`config.mk`:
```
export PLATFORM = sky130hd
export DESIGN_NAME = piso_serializer
export DESIGN_NICKNAME = d
export VERILOG_FILES = /design/src/rtl/piso_pkg.sv /design/src/rtl/piso_serializer_bit_counter.sv /design/src/rtl/piso_serializer.sv
export SDC_FILE = /design/constraint.sdc
export NUM_CORES = 1
export LEC_CHECK = 0
export CAP_MARGIN = 20
export CORE_MARGIN = 3
export CORE_UTILIZATION = 48
export CTS_BUF_LIST = sky130_fd_sc_hd__clkbuf_16
export CTS_CLUSTER_SIZE = 14
export DETAILED_ROUTE_END_ITERATION = 10
export PLACE_DENSITY = 0.83
export SLEW_MARGIN = 20
export SYNTH_ARGS = -nofsm -noshare
export SYNTH_HDL_FRONTEND = slang
export SYNTH_SLANG_ARGS = --single-unit
```
`constraint.sdc`:
```
create_clock -name clock -period 1.55 [get_ports clock]
set_input_delay 0.31 -clock clock [delete_from_list [all_inputs] [get_ports clock]]
set_output_delay 0.31 -clock clock [all_outputs]
set_load 0.005 [all_outputs]
```
`src/rtl/piso_pkg.sv`:
```
// Shared types and constants for the parallel-in, serial-out serializer.
package piso_pkg;

    typedef enum logic [0:0] {
        IDLE  = 1'b0,
        SHIFT = 1'b1
    } state_t;

    localparam int PISO_DEFAULT_WIDTH = 4;

endpackage

```
`src/rtl/piso_serializer_bit_counter.sv`:
```
// Per-word bit position counter; flags the final bit of the word for the
// current cycle and for the next cycle.
module bit_counter
    import piso_pkg::*;
#(
    parameter int WIDTH = PISO_DEFAULT_WIDTH
) (
    input  logic clock,
    input  logic reset_n,
    input  logic clear,
    input  logic enable,
    output logic at_last,
    output logic at_last_next
);

    localparam int CW = $clog2(WIDTH);
    localparam logic [CW-1:0] LAST = CW'(WIDTH - 1);

    logic [CW-1:0] count_d;
    logic [CW-1:0] count_q;

    // Next count: clear wins, otherwise advance and never run past the last bit.
    always_comb begin
        count_d = count_q;
        if (clear) begin
            count_d = '0;
        end else if (enable) begin
            count_d = at_last ? '0 : count_q + CW'(1'b1);
        end else begin
            count_d = count_q;
        end
    end

    // Count register with synchronous active-low reset.
    always_ff @(posedge clock) begin
        if (!reset_n) begin
            count_q <= '0;
        end else begin
            count_q <= count_d;
        end
    end

    assign at_last      = (count_q == LAST);
    assign at_last_next = (count_d == LAST);

endmodule

```
`src/rtl/piso_serializer.sv`:
```
// MSB-first serializer with a one-word holding register so words can stream
// back-to-back; all serial-side outputs are registered.
module piso_serializer
    import piso_pkg::*;
#(
    parameter int   WIDTH      = PISO_DEFAULT_WIDTH,
    parameter logic IDLE_LEVEL = 1'b0
) (
    input  logic             clock,
    input  logic             reset_n,
    input  logic [WIDTH-1:0] data_in,
    input  logic             load_valid,
    output logic             load_ready,
    output logic             serial_out,
    output logic             bit_valid,
    output logic             last_bit
);

    state_t           state_d;
    state_t           state_q;
    logic [WIDTH-1:0] shift_d;
    logic [WIDTH-1:0] shift_q;
    logic [WIDTH-1:0] hold_d;
    logic [WIDTH-1:0] hold_q;
    logic             hold_full_d;
    logic             hold_full_q;
    logic             serial_d;
    logic             serial_q;
    logic             valid_d;
    logic             valid_q;
    logic             last_d;
    logic             last_q;

    logic             accept;
    logic             cnt_clear;
    logic             cnt_enable;
    logic             at_last;
    logic             at_last_next;

    assign load_ready = !hold_full_q;
    assign accept     = load_valid && load_ready;

    bit_counter #(
        .WIDTH (WIDTH)
    ) u_bit_counter (
        .clock        (clock),
        .reset_n      (reset_n),
        .clear        (cnt_clear),
        .enable       (cnt_enable),
        .at_last      (at_last),
        .at_last_next (at_last_next)
    );

    // Next-state, shift and hold register control.
    always_comb begin
        state_d     = state_q;
        shift_d     = shift_q;
        hold_d      = hold_q;
        hold_full_d = hold_full_q;
        cnt_clear   = 1'b0;
        cnt_enable  = 1'b0;
        case (state_q)
            IDLE: begin
                hold_full_d = 1'b0;
                if (accept) begin
                    shift_d   = data_in;
                    cnt_clear = 1'b1;
                    state_d   = SHIFT;
                end else begin
                    state_d   = IDLE;
                end
            end
            SHIFT: begin
                if (at_last) begin
                    cnt_clear = 1'b1;
                    // A held word takes priority; load_ready is low then, so no new word competes.
                    if (hold_full_q) begin
                        shift_d     = hold_q;
                        hold_full_d = 1'b0;
                    end else if (accept) begin
                        shift_d = data_in;
                    end else begin
                        shift_d = '0;
                        state_d = IDLE;
                    end
                end else begin
                    shift_d    = {shift_q[WIDTH-2:0], 1'b0};
                    cnt_enable = 1'b1;
                    if (accept) begin
                        hold_d      = data_in;
                        hold_full_d = 1'b1;
                    end else begin
                        hold_full_d = hold_full_q;
                    end
                end
            end
            default: begin
                state_d     = IDLE;
                shift_d     = '0;
                hold_full_d = 1'b0;
                cnt_clear   = 1'b1;
            end
        endcase
    end

    // Output values for the next cycle, derived from the next state.
    always_comb begin
        valid_d  = (state_d == SHIFT);
        serial_d = IDLE_LEVEL;
        last_d   = 1'b0;
        if (valid_d) begin
            serial_d = shift_d[WIDTH-1];
            last_d   = at_last_next;
        end else begin
            serial_d = IDLE_LEVEL;
            last_d   = 1'b0;
        end
    end

    // State, data and output registers with synchronous active-low reset.
    always_ff @(posedge clock) begin
        if (!reset_n) begin
            state_q     <= IDLE;
            shift_q     <= '0;
            hold_q      <= '0;
            hold_full_q <= 1'b0;
            serial_q    <= IDLE_LEVEL;
            valid_q     <= 1'b0;
            last_q      <= 1'b0;
        end else begin
            state_q     <= state_d;
            shift_q     <= shift_d;
            hold_q      <= hold_d;
            hold_full_q <= hold_full_d;
            serial_q    <= serial_d;
            valid_q     <= valid_d;
            last_q      <= last_d;
        end
    end

    assign serial_out = serial_q;
    assign bit_valid  = valid_q;
    assign last_bit   = last_q;

endmodule
```
# == Word level (Yosys, flattened, before mapping) ==
# Cells that the tools add are included.
# word_totals
ff_bits,14
output_inout_bits,4
word_cells,38
# op_classes
add_sub_neg,1
n_eq_ne,4
n_mux,19
n_bitwise,2
n_reduce_logical,4
# ops
cell,count
4-bit 2-to-1 mux,4
1-bit 2-to-1 mux,8
4-bit case mux with 2 select lines,1
2-bit 2-to-1 mux,3
1-bit case mux with 2 select lines,3
2-bit equality test (second input constant),2
3-bit by 1-bit != test with 1-bit output (second input constant),1
3-bit AND reduction,1
2-bit by 1-bit adder with 2-bit output (second input constant),1
2-bit != test (second input constant),1
1-bit NOT,2
2-bit AND reduction,1
1-bit logical AND,1
1-bit zero test,1

# == Depth between registers and ports, before layout ==
# Gate-level depths: netlist of the first run.
# depth
word_depth,7
depth_mapped,5
ltp_nobuf,5

# == Modules after synthesis ==
# From an unflattened synthesis of the first run, not the netlist that was laid out.
# unflattened
hier_cells,73
area_unflattened_um2,654.4
# by_module_without_submodules
module,instances,cells_per_inst,area_per_inst_um2
piso_serializer,1,61,538.0
bit_counter,1,12,116.4

# == Worst setup path before layout of the first run ==
# OpenSTA, ideal clock, no wires.
# synth_timing
kind,register -> register
start,register u_bit_counter.count_q[0]
end,"register serial_q, in the netlist serial_out"
t_arrival_ps,1102
slack_ps,333
stages_incl_launch_ff,6
n_path_buf,0
cell_sequence,dfxtp_1 -> ha_1 -> inv_1 -> a221oi_1 -> o22ai_1 -> and2_1
# synth_via
elab_chain_cells,4
# synth_rtl
element,line,text
from (decl),piso_serializer_bit_counter.sv:20,logic [CW-1:0] count_q;
from (signal assigned),piso_serializer_bit_counter.sv:39,count_q <= count_d;
2-bit equality test (*),piso_serializer_bit_counter.sv:43,assign at_last = (count_q == LAST);
1-bit 2-to-1 mux,piso_serializer.sv:74,if (at_last) begin
1-bit case mux with 2 select lines,piso_serializer.sv:62,case (state_q)
2-bit AND reduction (no line),n/a,
to (signal assigned),piso_serializer.sv:135,serial_q <= serial_d;
to (decl),piso_serializer.sv:28,logic serial_q;
# Mark *: on every way between the ends. The rest lies on a longest branch, timed or not.
# A chain may end at the register's enable or synchronous reset.

# == Final worst setup path of the first run ==
# layout_timing
start,register hold_full_q
end,output load_ready
# layout_via
elab_chain_cells,1
# layout_rtl
element,line,text
from (decl),piso_serializer.sv:26,logic hold_full_q;
from (signal assigned),piso_serializer.sv:134,hold_full_q <= hold_full_d;
1-bit zero test,piso_serializer.sv:40,assign load_ready = !hold_full_q;
to (decl),piso_serializer.sv:13,"output logic load_ready,"
# No other way between the ends.

==> results of run 1 <==
## per-stage QoR
step / power [mW] / hold WS, ns / util (%)
3_5_place_dp: 0.518 / 0.479 / 67.1
4_1_cts: 0.990 / 0.490 / 73.6
5_1_grt: 1.02 / 0.513 / 73.6
3_3_place_gp: 0.514 / 0.475 / 67.1
6_report: 0.982 / 0.486 / 73.6
2_1_floorplan: 0.461 / 0.428 / -
## area by class of cell
type,count,area (um^2)
multi-input combinational,51,328
fill,88,309
sequential,14,282
timing repair buffer,16,145
clock buffer,3,75.1
tap,14,17.5
inverter,4,15.0
## final timing paths
| kind | start | end | slack [ns] | depth (start not counted) |
|---|---|---|---|---|
| worst max-delay path | hold_full_q | load_ready | 0.06 | 2 |
| worst min-delay path | hold_q[0] | hold_q[0] | 0.49 | 2 |
| worst max register to register | u_bit_counter.count_q[0] | shift_q[3] | 0.12 | 5 |
| worst min register to register | hold_q[0] | hold_q[0] | 0.49 | 2 |
## repair_timing
action | CTS | global route
hold buffers | 0 | 0
endpoints found under the setup margin | 1 | 0
resized for setup | 1 | 0
## critical path: cells and delay by family, from the launching register on
family / cells / cell delay, ns
buffers and inverters: 2 / 0.58
DFF: 1 / 0.36
## layout by cell type, fill, tap and decap left out, drive strengths merged, types with 4 or more instances in the layout
cell / n
dfxtp: 14
clkdlybuf4s50: 10
nor2: 10
nand2: 7
o21ai: 6
buf: 6
mux2i: 5
a21oi: 4
inv: 4
## power breakdown
part	internal (mW)	leakage, nW	switching, mW
logic	0.0639	0.197	0.0577
registers	0.381	0.115	0.0121
clock network	0.336	0.0370	0.131
total	0.781	0.349	0.201
## sequential cells by signal, summed over array words and instances (netlist names)
name,count
hold_full_q,1
last_bit,1
shift_q,4
u_bit_counter.count_q,2
bit_valid,1
hold_q,4
serial_out,1
## logic make-up (layout without fill, tap and decap cells)
| logic type | after synthesis | after routing | share of synthesized area [%] |
|---|---|---|---|
| adder cells (fa/ha/maj) | 2 | 2 | 3.98 |
| AO/OA/AOI/OAI | 20 | 20 | 20.5 |
| AND/OR/NAND/NOR | 24 | 24 | 19.7 |
| multiplexers | 5 | 5 | 7.97 |
| buffers and inverters | 5 | 23 | 3.19 |
| flip-flops | 14 | 14 | 44.6 |
## layer usage
metal	global-route usage (%)	share of wire, %	vias up
met4	8.07	1.6	0
met3	6.01	6.8	4
met2	27.1	46	21
li1	-	-	283
met5	0	0	-
met1	23.2	45	255
==> summary.md, run 1 <==
| Metric | Value |
|---|---|
| Outcome | finished, final reports clean |
| Detailed placer's ending HPWL | 963 um |
| Vias per cell | ~5.5 |
| Final setup margin | about 0.063 ns |
| Core area | around 1200 um^2 |
| TritonCTS Buffers | 3 |
| Max-slew headroom | 80.6% |
| Crit share post-route | 96.0% |
| Post-synth top area share | 44.6% |
| Die area | approximately 1800 um^2 |
| RSZ-0062 raised after global routing | false |
| Grt ovf | 0 |
| Crit path max-delay cell type | clkdlybuf4s50_1 |
| Max Cap Viol | 0 |
| Die Y | 42.2 um |
| Fin Setup TNS | 0 ns |
| Root Driver | clkbuf_16 |
| DRT Pass-1 Iters | 4 |
| H-tree Lvls | 1 |
| Top area cells in the synthesized netlist | dfxtp_1 (45%), mux2i_1 (8.0%), nor2_1 (5.4%) |
| Final hold violation count | 0 |
| Most frequent cells after synthesis | dfxtp_1 (14), nor2_1 (9), nand2_1 (7) |
| Number of synthesized flops with an enable pin | 0 |
| Most common cell in the netlist | dfxtp_1 |
| Yosys warns | 0 |
| Syn avg cell area | about 9 um^2 |
| Crit path capture type | output port |
| Yosys top cell by area | dfxtp_1 |
| Initial antenna violation count | 0 |
| CTS Sinks | 14 |
| DR vias | around 560 |
| Prevailing post-synth register cell | dfxtp_1 |
| Nets | 99 |
| Worst min-delay path class | reg2reg |
| Max clock buf depth | 2 |
| Largest net degree at the start of global routing | 12 |
| Crit-path cells | inv_2 -> clkdlybuf4s50_1 |
| Syn nets | 79 |
| Vias in the first global route | about 560 |
| LEAKAGE | between 0.3 and 0.4 nW |
| Min Tclk post-route | between 1 and 1.5 ns |
| Area Growth Syn to Fin | 37.3% |
| Number of diodes | 0 |
| WP data required | roughly 1.2 ns |
| CTS tree | done |
| Max-slew violations | 0 |
| Port Buf Inserts | 10 |
| Startpoint types | flip-flop |
| FMAX | 672 MHz |
| Power Dens Cells | 1140 nW/um^2 |
| Io pins | 11 |
| Starting density of the core | 53.6% |
| Finished Layout Cells | 102 |
| Tightest Pin Transition | 0.290 ns |
| Wirelength, routed | 1400 um |
| Post-synthesis sequential area ratio | ~45% |
| Mapped Cells | 70 |
| Layout cell share with drive strength beyond 1 | 15.9% |
| Setup violators final | 0 |
| Die width | 42.2 um |
| Post-DR wirelength/cell | between 10 and 15 um |
| Max stage delay on crit path | about 0.49 ns |
| Crit Path Max Fanout | 7 |
| Clock-pin slew on the worst setup and hold paths | 0.04 ns |
| RePlAce Congestion | roughly 0.87 |
| Mapped Area | ~630 um^2 |
| VDD IR max | 771 uV |
| Yosys cell types | 23 |
| Antenna-violating nets left | 0 |
| CP arrival | ~1.2 ns |
| DRC viols | 0 |
| Clock Latency Late Sink | about 0.24 ns |
| Pre-CTS setup slack | -0.0591 ns |
| Row count | 12 |
| Flops & latches, synth | 14 |
| Inst Count DP | between 90 and 100 |
| Area after DPL | a little under 800 um^2 |
| First-pass GRT wire length | 2480 um |
| FFs w/ async S/R, synth | 0% |
| Clock Skew | between 0.0003 and 0.0004 ns |
| Worst setup path class | reg2out |
| DRT iter0 DRCs | 22 |
| Postcts setup bufs | 0 |
| Final Cell Area | ~860 um^2 |
| All-Layer GR Usage | approximately 18% |
Power figures use the tool's default switching activity.
==> run 2, diff against run 1 <==
--- a/config.mk
+++ b/config.mk
@@ -5,6 +5,7 @@
 export SDC_FILE = /design/constraint.sdc
 export NUM_CORES = 1
 export LEC_CHECK = 0
+export ABC_CLOCK_PERIOD_IN_PS = 1600
 export CAP_MARGIN = 20
 export CORE_MARGIN = 3
 export CORE_UTILIZATION = 48
==> constraint.sdc (replaced) <==
create_clock -name clock -period 1.6 [get_ports clock]
set_input_delay 0.32 -clock clock [delete_from_list [all_inputs] [get_ports clock]]
set_output_delay 0.32 -clock clock [all_outputs]
set_load 0.005 [all_outputs]
==> run 2 against run 1 <==
Flip-flop and latch count is the same. Cell area fell by 1.9%. Clock power decreased by 2%. Critical path depth stayed put. Routed wire length grew 8.9%. Count of clock-buffer cells in the layout unchanged. First-iteration DRC count is 23% higher. Worst hold slack better by 0.013 ns. Via count rose by 4.3%. Combinational power down 7%. Power shrank 2.7%. Largest power group unchanged.
==> summary.md, run 2 (synthesis results as in run 1) <==
| Metric | Value |
|---|---|
| Worst reg2reg path depth | 5 |
| Number of diodes | 0 |
| CTS Sinks | 14 |
| Final setup margin | around 0.02 ns |
| Die Y | approximately 42 um |
| Pint | ~750 uW |
| Hold_buf cts | 0 |
| Final hold violation count | 0 |
| Core area | 1170 um^2 |
| Area after DPL | 771 um^2 |
| Max clock buf depth | 2 |
| Crit path max-delay cell type | dfxtp_1 |
| Sw Ratio | approximately a fifth |
| Final Cell Area | between 800 and 900 um^2 |
| Largest net degree at the start of global routing | 9 |
| DRT Pass-1 Iters | 4 |
| Layout cell share with drive strength beyond 1 | between 10 and 15% |
| Die width | around 42 um |
| Worst min-delay path class | reg2reg |
| H-tree Lvls | 1 |
| WP data required | approximately 1.3 ns |
| Hold depth | 2 |
| Pre-CTS setup slack | -0.0696 ns |
| RePlAce Congestion | 0.831 |
| DRT iter0 DRCs | 27 |
| Clock Skew | 0.000449 ns |
| Root Driver | clkbuf_16 |
| DR vias | about 600 |
| CP arrival | about 1.3 ns |
| First-pass GRT wire length | 2450 um |
| LEAKAGE | around 0.34 nW |
| Largest regs | hold_q x4, shift_q x4, u_bit_counter.count_q x2 |
| Min Tclk post-route | ~1.6 ns |
| Sequential share of power | 40.1% |
| Worst reg-to-reg setup slack | approximately 0.11 ns |
| Crit-path cells | inv_2 -> clkdlybuf4s50_1 |
| All-Layer GR Usage | between 10% and 20% |
| Power Dens Cells | around 1100 nW/um^2 |
| Area Growth Syn to Fin | 34.7% |
| Reg2reg end | hold_q[1] |
| VDD IR max | between 800 and 900 uV |
| Vias per cell | around 5.9 |
| Startpoint types | flip-flop |
| Detailed placer's ending HPWL | between 900 and 1000 um |
| Crit share post-route | between 90 and 100% |
| CTS tree | done |
| Worst setup path class | reg2out |
| Combinational share of power | 11.9% |
| Initial antenna violation count | 0 |
| Nets | just under 100 |
| Crit path capture type | output port |
| Max-slew violations | 0 |
| Buf/Inv on CP | 2 |
| Crit Path Max Fanout | 7 |
| Port Buf Inserts | 10 |
| Worst path top cell family by delay | buffers and inverters |
| Setup violators final | 0 |
| TritonCTS Buffers | 3 |
| Pwr Total | about 960 uW |
| Post-CTS Resized | 0 |
| Io pins | 11 |
| DRC viols | 0 |
| Antenna-violating nets left | 0 |
| Most frequent cells in the layout | dfxtp_1 (14), clkdlybuf4s50_1 (10), nor2_1 (9), nand2_1 (7), o21ai_0 (6) |
| Fin Setup TNS | 0 ns |
| Clock Latency Late Sink | 0.24 ns |
| Postcts setup bufs | 0 |
| FMAX | 633 MHz |
| Psw | around 200 uW |
| Max Cap Viol | 0 |
| Grt ovf | 0 |
| RSZ-0062 raised after global routing | false |
| Clock share of power | 48.0% |
| Clock-pin slew on the worst setup and hold paths | approximately 0.040 ns |
| Hold EP | hold_q[0] |
| Die area | around 1800 um^2 |
| Starting density of the core | 53.6% |
| Most common cell after layout, fill and taps aside | dfxtp_1 |
| Vias in the first global route | slightly above 500 |
| Max stage delay on crit path | 0.48 ns |
| Tightest Pin Transition | around 0.25 ns |
| Row count | 12 |
| Outcome | finished, final reports clean |
| Post-DR wirelength/cell | about 15 um |
| Wirelength, routed | 1520 um |
| Hold_sp | hold_q[0] |
| Max-slew headroom | 82.8% |
| R2r startpoint | u_bit_counter.count_q[0] |
## run 2: cell types whose count changed in the layout (fill, tap and decap cells not counted), sizes merged
cell,change
buf,-2
## run 2: routing by layer
metal / track usage [%] / up-vias / part of all wire, %
met3: 4.29 / 6 / 6.0
met1: 22.5 / 270 / 45
met5: 0 / - / 0
li1: - / 284 / -
met4: 8.70 / 0 / 2.3
met2: 29.2 / 27 / 47
## run 2: worst max-delay path by stage
stage / from / endpoint / slack, ns / depth (start not counted)
5_1_grt: load_valid / hold_q[1] / 0.003 / 6
6_report: hold_full_q / load_ready / 0.02 / 2
3_3_place_gp: load_valid / hold_q[1] / -0.02 / 6
3_5_place_dp: load_valid / shift_q[3] / -0.07 / 5
4_1_cts: hold_full_q / load_ready / 0.04 / 2
2_1_floorplan: u_bit_counter.count_q[0] / serial_out / 0.38 / 5
## run 2: worst min-delay path: cells and delay by family, from the launching register on
family           cells  cell delay, ns
and+or+nand+nor      1            0.08
DFF                  1            0.32
muxes                1            0.07
## run 2: power groups by stage
| stage | Combinational (mW) | Clock, mW | Sequential [mW] |
|---|---|---|---|
| floorplan | 0.0618 | 0 | 0.384 |
| finish | 0.114 | 0.459 | 0.383 |
| global route | 0.122 | 0.474 | 0.385 |
| detailed placement | 0.108 | 0 | 0.389 |
| CTS | 0.112 | 0.459 | 0.383 |
| global placement | 0.106 | 0 | 0.388 |
## run 2: stage by stage
stage / cells / hold WS, ns / utilization [%]
after floorplan: 70 / 0.438 / -
after CTS: 100 / 0.501 / 72.2
after global routing: 100 / 0.542 / 72.2
after detailed placement: 97 / 0.479 / 65.8
final: 100 / 0.499 / 72.2
after global placement: 97 / 0.475 / 65.8
## run 2: layout make-up
class	count	area, um^2
fill	100	325
multi-input combinational	51	328
tap	14	17.5
timing repair buffer	14	130
clock buffer	3	75.1
inverter	4	15.0
sequential	14	280
==> run 3, diff against run 2 <==
--- a/config.mk
+++ b/config.mk
@@ -5,15 +5,15 @@
 export SDC_FILE = /design/constraint.sdc
 export NUM_CORES = 1
 export LEC_CHECK = 0
-export ABC_CLOCK_PERIOD_IN_PS = 1600
+export ABC_CLOCK_PERIOD_IN_PS = 1900
 export CAP_MARGIN = 20
-export CORE_MARGIN = 3
-export CORE_UTILIZATION = 48
+export CORE_AREA = 3 3 40 42
 export CTS_BUF_LIST = sky130_fd_sc_hd__clkbuf_16
 export CTS_CLUSTER_SIZE = 14
 export DETAILED_ROUTE_END_ITERATION = 10
-export PLACE_DENSITY = 0.83
-export SLEW_MARGIN = 20
+export DIE_AREA = 0 0 43 45
+export PLACE_DENSITY = 0.82
+export SLEW_MARGIN = 10
 export SYNTH_ARGS = -nofsm -noshare
 export SYNTH_HDL_FRONTEND = slang
 export SYNTH_SLANG_ARGS = --single-unit
==> constraint.sdc (replaced) <==
create_clock -name clock -period 1.9 [get_ports clock]
set_input_delay 0.38 -clock clock [delete_from_list [all_inputs] [get_ports clock]]
set_output_delay 0.38 -clock clock [all_outputs]
set_load 0.005 [all_outputs]
==> run 3 against run 2 <==
Utilization decreased by 8.3 points. Routed wire length down 15%. Critical path type unchanged. Flip-flop and latch count unchanged. Cell area down 3.0%. Clock power fell by 14%. Non-clock buffer count fell by 4. Combinational power down 28%. Count of clock-buffer cells in the layout did not move. Via count shrank 8.9%.
==> summary.md, run 3 (synthesis results as in run 1) <==
| Metric | Value |
|---|---|
| Fillcell total | about 100 |
| Io pins | 11 |
| Max stage delay on crit path | 0.57 ns |
| M1 GR Usage | 18.3% |
| Setup violators final | 0 |
| Clock Latency Late Sink | between 0.2 and 0.25 ns |
| Postcts setup bufs | 0 |
| Fin Setup TNS | 0 ns |
| Largest regs | hold_q x4, shift_q x4, u_bit_counter.count_q x2 |
| M2 GR Usage | a little under a quarter |
| DRC viols | 0 |
| Worst min-delay path class | reg2reg |
| Power Dens Cells | about 980 nW/um^2 |
| Post-CTS Resized | 0 |
| Final hold violation count | 0 |
| Die area | 1940 um^2 |
| Vias in the first global route | a little under 500 |
| CTS tree | done |
| FMAX | between 500 and 600 MHz |
| Post-DR wirelength/cell | ~13 um |
| Global route hottest layer | met2 |
| Tightest Pin Transition | 0.348 ns |
| Max Cap Viol | 0 |
| Hold_buf cts | 0 |
| Nets | 93 |
| RSZ-0062 raised after global routing | false |
| Worst path top cell family by delay | buffers and inverters |
| Grt ovf | 0 |
| Final Cell Area | approximately 800 um^2 |
| Worst setup path class | reg2out |
| Die Y | roughly 45 um |
| Layout cell share with drive strength beyond 1 | ~8.4% |
| Crit path capture type | output port |
| Wirelength, routed | 1290 um |
| Crit path max-delay cell type | clkdlybuf4s50_1 |
| Smallest hold slack | approximately 0.5 ns |
| Hold depth | 2 |
| RePlAce Congestion | 0.828 |
| Row count | 13 |
| Core area | about 1300 um^2 |
| All-Layer GR Usage | 15.3% |
| Worst reg2reg path depth | 5 |
| Worst reg-to-reg setup slack | 0.51 ns |
| DRT Pass-1 Iters | 4 |
| Detailed placer's ending HPWL | ~900 um |
| CP arrival | 1.33 ns |
| LEAKAGE | around 0.32 nW |
| Max-slew violations | 0 |
| WP data required | 1.52 ns |
| Initial antenna violation count | 0 |
| TritonCTS Buffers | 3 |
| Reg2reg end | shift_q[3] |
| Min Tclk post-route | 1.71 ns |
| Largest net degree at the start of global routing | 13 |
| Buf/Inv on CP | 1 |
| Vias per cell | 5.46 |
| Antenna-violating nets left | 0 |
| Root Driver | clkbuf_16 |
| Finished Layout Cells | 98 |
| Die width | approximately 43 um |
| CTS Sinks | 14 |
| Area after DPL | approximately 740 um^2 |
| Number of diodes | 0 |
| First-pass GRT wire length | roughly 2200 um |
| Most frequent cells in the layout | dfxtp_1 (14), clkdlybuf4s50_1 (10), nor2_1 (9), nand2_1 (7), o21ai_0 (6) |
| Clock Skew | roughly 0.00095 ns |
| Hold_sp | hold_q[2] |
| Hold EP | hold_q[2] |
| Max-slew headroom | between 70% and 80% |
| Outcome | finished, final reports clean |
| Port Buf Inserts | 10 |
| Most common cell after layout, fill and taps aside | dfxtp_1 |
| Inst Count DP | between 90 and 100 |
| Max clock buf depth | 2 |
| Starting density of the core | 48.9% |
| Clock-pin slew on the worst setup and hold paths | roughly 0.05 ns |
| Crit share post-route | 90.0% |
| R2r startpoint | u_bit_counter.count_q[0] |
| Startpoint types | flip-flop |
| Crit Path Max Fanout | 12 |
| DRT iter0 DRCs | 6 |
| DR vias | about 540 |
| Area Growth Syn to Fin | 30.7% |
| Crit-path cells | clkdlybuf4s50_1 |
| H-tree Lvls | 1 |
| Met3 global-route usage | 4.38% |
| VDD IR max | approximately 470 uV |
==> run 3: worst max-delay path by stage <==
stage	start	endpoint	slack, ns	cells past startpoint
floorplan	u_bit_counter.count_q[0]	serial_out	0.68	5
CTS	bit_valid	bit_valid	0.19	1
global route	bit_valid	bit_valid	0.12	1
global placement	load_valid	serial_out	0.17	5
finish	bit_valid	bit_valid	0.19	1
detailed placement	load_valid	serial_out	0.13	5
==> run 3: cell type report <==
cell class	count	area (um^2)	area share, %
sequential	14	280	34.1
inverter	4	15.0	1.83
clock inverter	1	3.75	0.457
multi-input combinational	51	328	39.9
tap	15	18.8	2.29
timing repair buffer	10	100	12.2
clock buffer	3	75.1	9.15
==> run 3: metal layers <==
metal  part of all wire [%]  vias up
li1                       -      274
met1                     45      239
met2                     47       18
met3                    6.3        4
met4                    1.3        0
met5                      0        -
==> run 3: power breakdown <==
part	internal (mW)	total [mW]	leakage, nW	switching [mW]
clock	0.278	0.395	0.0385	0.117
combinational	0.0426	0.0818	0.168	0.0392
sequential	0.311	0.324	0.114	0.0137
==> run 3: per-stage QoR <==
| stage | power [mW] | util (%) | setup slack, ns |
|---|---|---|---|
| finish | 0.801 | 63.9 | 0.190 |
| global route | 0.830 | 63.9 | 0.120 |
| CTS | 0.804 | 63.9 | 0.189 |
| detailed placement | 0.410 | 57.7 | 0.132 |
| global placement | 0.409 | 57.7 | 0.166 |
| floorplan | 0.376 | - | 0.683 |
